[src/rtl/towns_ini_loader.sv]
// towns_ini_loader: packs the HPS ioctl byte stream into 16-bit SDRAM words
// for the TOWNSMiSTer initial-load port. Bytes are paired by word address,
// routed to the ROM or SRAM region by download index, and written one
// request/acknowledge cycle at a time while dl_wait throttles the HPS.
module towns_ini_loader #(
    parameter logic [7:0]  ROM_IDX   = 8'd0,
    parameter logic [7:0]  SRAM_IDX  = 8'd1,
    parameter logic [23:0] ROM_BASE  = 24'h000000,
    parameter logic [23:0] SRAM_BASE = 24'h100000,
    parameter logic [20:0] MAXLEN    = 21'h100000
) (
    input  logic        sysclk,
    input  logic        rstn,
    input  logic        dl_active,
    input  logic [7:0]  dl_index,
    input  logic [20:0] dl_addr,
    input  logic [7:0]  dl_data,
    input  logic        dl_wr,
    output logic        dl_wait,
    output logic [23:0] mem_addr,
    output logic [15:0] mem_wdat,
    output logic [1:0]  mem_be,
    output logic        mem_wr,
    input  logic        mem_ack,
    output logic        done,
    output logic        ovf
);

    typedef enum logic [2:0] {
        IDLE    = 3'd0,
        COLLECT = 3'd1,
        WRITE   = 3'd2,
        FLUSH   = 3'd3,
        DONE    = 3'd4
    } state_t;

    state_t      state_reg, state_next;
    logic        act_d_reg, act_d_next;
    logic        mapped_reg, mapped_next;
    logic [23:0] base_reg, base_next;
    // Pending low byte waiting for its odd partner
    logic        pend_reg, pend_next;
    logic [19:0] pend_word_reg, pend_word_next;
    logic [7:0]  pend_lo_reg, pend_lo_next;
    // Odd byte queued behind a flush of a different pending word
    logic        q_wr_reg, q_wr_next;
    logic [19:0] q_word_reg, q_word_next;
    logic [7:0]  q_hi_reg, q_hi_next;
    // dl_active fell while a write was in flight
    logic        end_reg, end_next;
    logic        mem_wr_reg, mem_wr_next;
    logic [23:0] mem_addr_reg, mem_addr_next;
    logic [15:0] mem_wdat_reg, mem_wdat_next;
    logic [1:0]  mem_be_reg, mem_be_next;
    logic        dl_wait_reg, dl_wait_next;
    logic        done_reg, done_next;
    logic        ovf_reg, ovf_next;

    // Write launch request built by the next-state logic
    logic        wr_go;
    logic [19:0] wr_word;
    logic [15:0] wr_data;
    logic [1:0]  wr_be;
    logic [19:0] byte_word;
    logic        ending;

    assign byte_word = dl_addr[20:1];

    assign dl_wait  = dl_wait_reg;
    assign mem_addr = mem_addr_reg;
    assign mem_wdat = mem_wdat_reg;
    assign mem_be   = mem_be_reg;
    assign mem_wr   = mem_wr_reg;
    assign done     = done_reg;
    assign ovf      = ovf_reg;

    // State and datapath registers; reset discards any pending or queued byte
    always_ff @(posedge sysclk or negedge rstn) begin
        if (!rstn) begin
            state_reg     <= IDLE;
            act_d_reg     <= 1'b0;
            mapped_reg    <= 1'b0;
            base_reg      <= 24'h0;
            pend_reg      <= 1'b0;
            pend_word_reg <= 20'h0;
            pend_lo_reg   <= 8'h0;
            q_wr_reg      <= 1'b0;
            q_word_reg    <= 20'h0;
            q_hi_reg      <= 8'h0;
            end_reg       <= 1'b0;
            mem_wr_reg    <= 1'b0;
            mem_addr_reg  <= 24'h0;
            mem_wdat_reg  <= 16'h0;
            mem_be_reg    <= 2'b00;
            dl_wait_reg   <= 1'b0;
            done_reg      <= 1'b0;
            ovf_reg       <= 1'b0;
        end else begin
            state_reg     <= state_next;
            act_d_reg     <= act_d_next;
            mapped_reg    <= mapped_next;
            base_reg      <= base_next;
            pend_reg      <= pend_next;
            pend_word_reg <= pend_word_next;
            pend_lo_reg   <= pend_lo_next;
            q_wr_reg      <= q_wr_next;
            q_word_reg    <= q_word_next;
            q_hi_reg      <= q_hi_next;
            end_reg       <= end_next;
            mem_wr_reg    <= mem_wr_next;
            mem_addr_reg  <= mem_addr_next;
            mem_wdat_reg  <= mem_wdat_next;
            mem_be_reg    <= mem_be_next;
            dl_wait_reg   <= dl_wait_next;
            done_reg      <= done_next;
            ovf_reg       <= ovf_next;
        end
    end

    // Next-state logic: byte packing, write sequencing and end-of-download flush
    always_comb begin
        state_next     = state_reg;
        act_d_next     = dl_active;
        mapped_next    = mapped_reg;
        base_next      = base_reg;
        pend_next      = pend_reg;
        pend_word_next = pend_word_reg;
        pend_lo_next   = pend_lo_reg;
        q_wr_next      = q_wr_reg;
        q_word_next    = q_word_reg;
        q_hi_next      = q_hi_reg;
        end_next       = end_reg;
        mem_wr_next    = mem_wr_reg;
        mem_addr_next  = mem_addr_reg;
        mem_wdat_next  = mem_wdat_reg;
        mem_be_next    = mem_be_reg;
        dl_wait_next   = dl_wait_reg;
        done_next      = done_reg;
        ovf_next       = ovf_reg;
        wr_go          = 1'b0;
        wr_word        = byte_word;
        wr_data        = 16'h0;
        wr_be          = 2'b00;
        ending         = end_reg || !dl_active;

        case (state_reg)
            IDLE, DONE: begin
                if (dl_active && !act_d_reg) begin
                    mapped_next = (dl_index == ROM_IDX) || (dl_index == SRAM_IDX);
                    base_next   = (dl_index == SRAM_IDX) ? SRAM_BASE : ROM_BASE;
                    done_next   = 1'b0;
                    ovf_next    = 1'b0;
                    pend_next   = 1'b0;
                    q_wr_next   = 1'b0;
                    end_next    = 1'b0;
                    state_next  = COLLECT;
                end
            end

            COLLECT: begin
                if (dl_wr) begin
                    if (mapped_reg && (dl_addr < MAXLEN)) begin
                        if (!dl_addr[0]) begin
                            // Even byte: a pending byte of another word must go out first
                            if (pend_reg && (pend_word_reg != byte_word)) begin
                                wr_go      = 1'b1;
                                wr_word    = pend_word_reg;
                                wr_data    = {8'h00, pend_lo_reg};
                                wr_be      = 2'b01;
                                state_next = FLUSH;
                            end
                            pend_next      = 1'b1;
                            pend_word_next = byte_word;
                            pend_lo_next   = dl_data;
                        end else if (pend_reg && (pend_word_reg == byte_word)) begin
                            wr_go      = 1'b1;
                            wr_data    = {dl_data, pend_lo_reg};
                            wr_be      = 2'b11;
                            pend_next  = 1'b0;
                            state_next = WRITE;
                        end else if (pend_reg) begin
                            // Flush the stale low byte, queue this high byte behind it
                            wr_go       = 1'b1;
                            wr_word     = pend_word_reg;
                            wr_data     = {8'h00, pend_lo_reg};
                            wr_be       = 2'b01;
                            pend_next   = 1'b0;
                            q_wr_next   = 1'b1;
                            q_word_next = byte_word;
                            q_hi_next   = dl_data;
                            state_next  = FLUSH;
                        end else begin
                            wr_go      = 1'b1;
                            wr_data    = {dl_data, 8'h00};
                            wr_be      = 2'b10;
                            state_next = WRITE;
                        end
                    end else if (mapped_reg) begin
                        ovf_next = 1'b1;
                    end
                end
                // End of download: the byte of this cycle is already accounted for
                if (!dl_active) begin
                    if (wr_go) begin
                        end_next = 1'b1;
                    end else if (pend_next) begin
                        wr_go      = 1'b1;
                        wr_word    = pend_word_next;
                        wr_data    = {8'h00, pend_lo_next};
                        wr_be      = 2'b01;
                        pend_next  = 1'b0;
                        end_next   = 1'b1;
                        state_next = FLUSH;
                    end else begin
                        done_next  = 1'b1;
                        state_next = DONE;
                    end
                end
            end

            WRITE, FLUSH: begin
                if (dl_wr) begin
                    ovf_next = 1'b1;
                end
                if (!dl_active) begin
                    end_next = 1'b1;
                end
                if (mem_ack && mem_wr_reg) begin
                    if (q_wr_reg) begin
                        wr_go      = 1'b1;
                        wr_word    = q_word_reg;
                        wr_data    = {q_hi_reg, 8'h00};
                        wr_be      = 2'b10;
                        q_wr_next  = 1'b0;
                        state_next = WRITE;
                    end else if (ending && pend_reg) begin
                        wr_go      = 1'b1;
                        wr_word    = pend_word_reg;
                        wr_data    = {8'h00, pend_lo_reg};
                        wr_be      = 2'b01;
                        pend_next  = 1'b0;
                        end_next   = 1'b1;
                        state_next = FLUSH;
                    end else begin
                        mem_wr_next  = 1'b0;
                        dl_wait_next = 1'b0;
                        if (ending) begin
                            done_next  = 1'b1;
                            state_next = DONE;
                        end else begin
                            state_next = COLLECT;
                        end
                    end
                end
            end

            default: begin
                state_next = IDLE;
            end
        endcase

        if (wr_go) begin
            mem_wr_next   = 1'b1;
            dl_wait_next  = 1'b1;
            mem_addr_next = base_reg + {4'h0, wr_word};
            mem_wdat_next = wr_data;
            mem_be_next   = wr_be;
        end
    end

endmodule
[config.mk]
export PLATFORM = sky130hd
export DESIGN_NAME = towns_ini_loader
export DESIGN_NICKNAME = d
export VERILOG_FILES = /design/src/rtl/towns_ini_loader.sv
export SDC_FILE = /design/constraint.sdc
export NUM_CORES = 1
export LEC_CHECK = 0
export BUFFER_PORTS_ARGS = -buffer_cell sky130_fd_sc_hd__buf_2
export CORE_MARGIN = 2
export CORE_UTILIZATION = 57
export DETAILED_ROUTE_END_ITERATION = 6
export PLACE_DENSITY = 0.8
export REMOVE_ABC_BUFFERS = 1
export SYNTH_ARGS = -nofsm -noshare
export SYNTH_HDL_FRONTEND = slang
export SYNTH_SLANG_ARGS = --single-unit
[constraint.sdc]
create_clock -name sysclk -period 2.6 [get_ports sysclk]
set_input_delay 0.52 -clock sysclk [delete_from_list [all_inputs] [get_ports sysclk]]
set_output_delay 0.52 -clock sysclk [all_outputs]
set_load 0.01 [all_outputs]
==> results.json <==
{
  "fillerInstances": 803,
  "firstDrtPassIters": 6,
  "tightest_slew_ns": 0.5871,
  "yosysSeqAreaShare": 0.4648,
  "post_cts_resized": 0,
  "setup_ws_ns": 0.2513,
  "wl_met1_mm": 6.088,
  "final_nets": 658,
  "muxShareOfSynthArea": 0.1216,
  "synth-seq-cells": 107,
  "syn_area_um2": 5761,
  "layout_commonest_cell": "dfrtp_1",
  "crit_fanout": 12,
  "gp_congestion": 0.8627,
  "post-place-ws_ns": 0.02869,
  "dp_hpwl_mm": 9.303,
  "cp.required_ns": 2.87,
  "grt_pass1_vias": 4544,
  "cts_buffers": 9,
  "yosys_warnings": 0,
  "antenna_found_initial": 0,
  "route.met2.wl_mm": 6.751,
  "grt_max_degree": 108,
  "cts_root_buffer": "clkbuf_8",
  "fp.dieW_um": 104.5,
  "pwr-share-clk": 0.359,
  "cts_tree": "yes",
  "syn_inst": 529,
  "ant_nets": 0,
  "worstHoldPathType": "in2async",
  "period_minus_slack_ns": 2.349,
  "dp.cells": 738,
  "crit_path_end_kind": "register",
  "grt-ovfl-total": 0,
  "core_um2": 9774,
  "rsz0062_at_grt": "no",
  "cts.sinks": 107,
  "finalSetupViolCount": 0,
  "critical_path.max_stage_delay_ns": 0.44,
  "area_growth_pct": 14.70,
  "avgRoutedWirePerCell_um": 18.43,
  "hold_viol": 0,
  "start_util": 0.5893,
  "critical-path-slowest-cell": "dfrtp_1",
  "swShare": 0.2383,
  "synth_xor_xnor_area_share": 0.03041,
  "startpoint_type": "register",
  "worstPathArrival_ns": 2.62,
  "final_cell_mix": "dfrtp_1, buf_2, nor2_1, a21oi_1, mux2_2",
  "ys.flop_type": "dfrtp_1",
  "clkLatencyLatePin_ns": 0.38,
  "fin_crit_sh": 0.9034,
  "p_leak_uw": 0.003329,
  "routed_wl_mm": 13.88,
  "fmax_mhz": 425.8,
  "slew_headroom": 0.6086,
  "path_class": "reg2reg",
  "drv_cap": 0,
  "synth_simple_gate_area_frac": 0.1242,
  "num_vias": 4575,
  "tns_ns": 0,
  "clock_skew_ns": 0.005946,
  "synth_edf_count": 0,
  "power_frac_comb": 0.055,
  "fin_util": 0.6760,
  "crit_chain": "xor2_1, nor4_1, nand2_1, or2_1, nand3_4, buf_12, mux2_2",
  "grtUsageTotal": 0.2642,
  "vias_per_cell": 6.076,
  "die_h_um": 104.5,
  "p_switching_uw": 676.8,
  "syn_area_per_cell_um2": 10.89,
  "async_reset_ff_frac": 1.000,
  "status": "finished clean",
  "synth_top_family_by_area": "compound AO/OA/AOI/OAI gates",
  "p_seq_frac": 0.586,
  "clockBufferDepth": 2,
  "synthDistinctLibCells": 60,
  "top_layer": "met4",
  "timing.rr.start": "pend_word_reg[13]",
  "timing.critical_path.from": "pend_word_reg[13]",
  "p_per_area_nw_per_um2": 429.9,
  "h-tree-depth": 3,
  "drt_iter0_drc": 249,
  "drc_errors": 0,
  "die-area_um2": 10930,
  "stdcell_count": 753,
  "cts.clk_slew.worst_paths_ns": 0.10,
  "rows": 36,
  "drive_gt1_frac": 0.3323,
  "ios": 88,
  "antenna_cells": 0,
  "dr_wl_met3_um": 672,
  "synth-compound-area-share": 0.1992,
  "vdd.ir_drop.worst_mv": 0.2833,
  "drv_slew": 0,
  "grt_pass1_wl_mm": 23.14,
  "largest_register_ffs": 21,
  "io_buffer_count": 84,
  "post_cts_buffers": 0,
  "cts_hold_buf": 0,
  "synth_fa_ha_area_frac": 0,
  "intPower_uw": 2163
}
-- worst paths after layout --
kind                            cells past startpoint  slack [ns]             end
worst max register to register                      7        0.25     q_hi_reg[0]
max in group asynchronous                           2        1.96    mem_addr[13]
worst min-delay path                                2        0.17  pend_lo_reg[6]
worst max-delay path                                7        0.25     q_hi_reg[0]
worst min register to register                      2        0.50             ovf
min in group sysclk                                 3        0.37    base_reg[20]
-- metrics by stage --
stage	cell area, um^2	power, uW	hold slack, ns
floorplan	5480	1749	0.2244
global placement	6425	1849	0.4632
detailed placement	6425	1854	0.4733
CTS	6608	2852	0.2293
global route	6608	2955	0.2035
finish	6608	2840	0.1748
-- power groups by stage --
stage                     registers (uW)  clock network [uW]  logic, uW
after CTS                           1660                1030        159
after global placement              1700                   0        153
after global routing                1660                1110        178
after detailed placement            1700                   0        157
after floorplan                     1700                   0       51.8
final                               1660                1020        157
-- logic make-up after synthesis --
group,count (synthesis)
XOR/XNOR,20
multiplexers,56
buffers and inverters,57
other,1
flip-flops,107
AND/OR/NAND/NOR,133
AO/OA/AOI/OAI,155
-- critical path, delay by kind of cell (launching register included) --
family,cells,cell delay (ns)
buffers and inverters,1,0.16
muxes,1,0.34
and+or+nand+nor,4,1.13
xor gates and xnor gates,1,0.17
DFF,1,0.44
-- layer usage --
layer / up-vias / global-route usage
met5: - / 0
met4: 0 / 0.1178
met2: 147 / 0.4211
met1: 2294 / 0.3595
li1: 2102 / -
met3: 32 / 0.03930
-- final cells by class --
class / count / area (um^2) / share of cell area
tap: 133 / 166.4 / 0.02518
multi-input combinational: 367 / 2758 / 0.4173
inverter: 14 / 52.55 / 0.007953
clock inverter: 4 / 51.30 / 0.007764
sequential: 107 / 2678 / 0.4052
clock buffer: 11 / 131.4 / 0.01988
timing repair buffer: 117 / 770.7 / 0.1166
-- synth_stat cells (all sizes together), types with 4 or more instances --
master	number	area, um^2
inv	14	52.55
a31oi	5	46.29
and3	11	68.82
xor2	20	175.2
a221oi	20	212.7
o31ai	19	156.4
buf	29	235.2
nor3	5	25.02
mux2	55	690.7
nor2	48	182.7
o21ai	27	135.1
a221o	19	190.2
clkbuf	14	52.55
nand2b	25	156.4
dfrtp	107	2678
nand2	20	77.58
o31a	4	36.29
a21oi	43	215.2
nor4	7	62.56
Power figures use the tool's default switching activity.
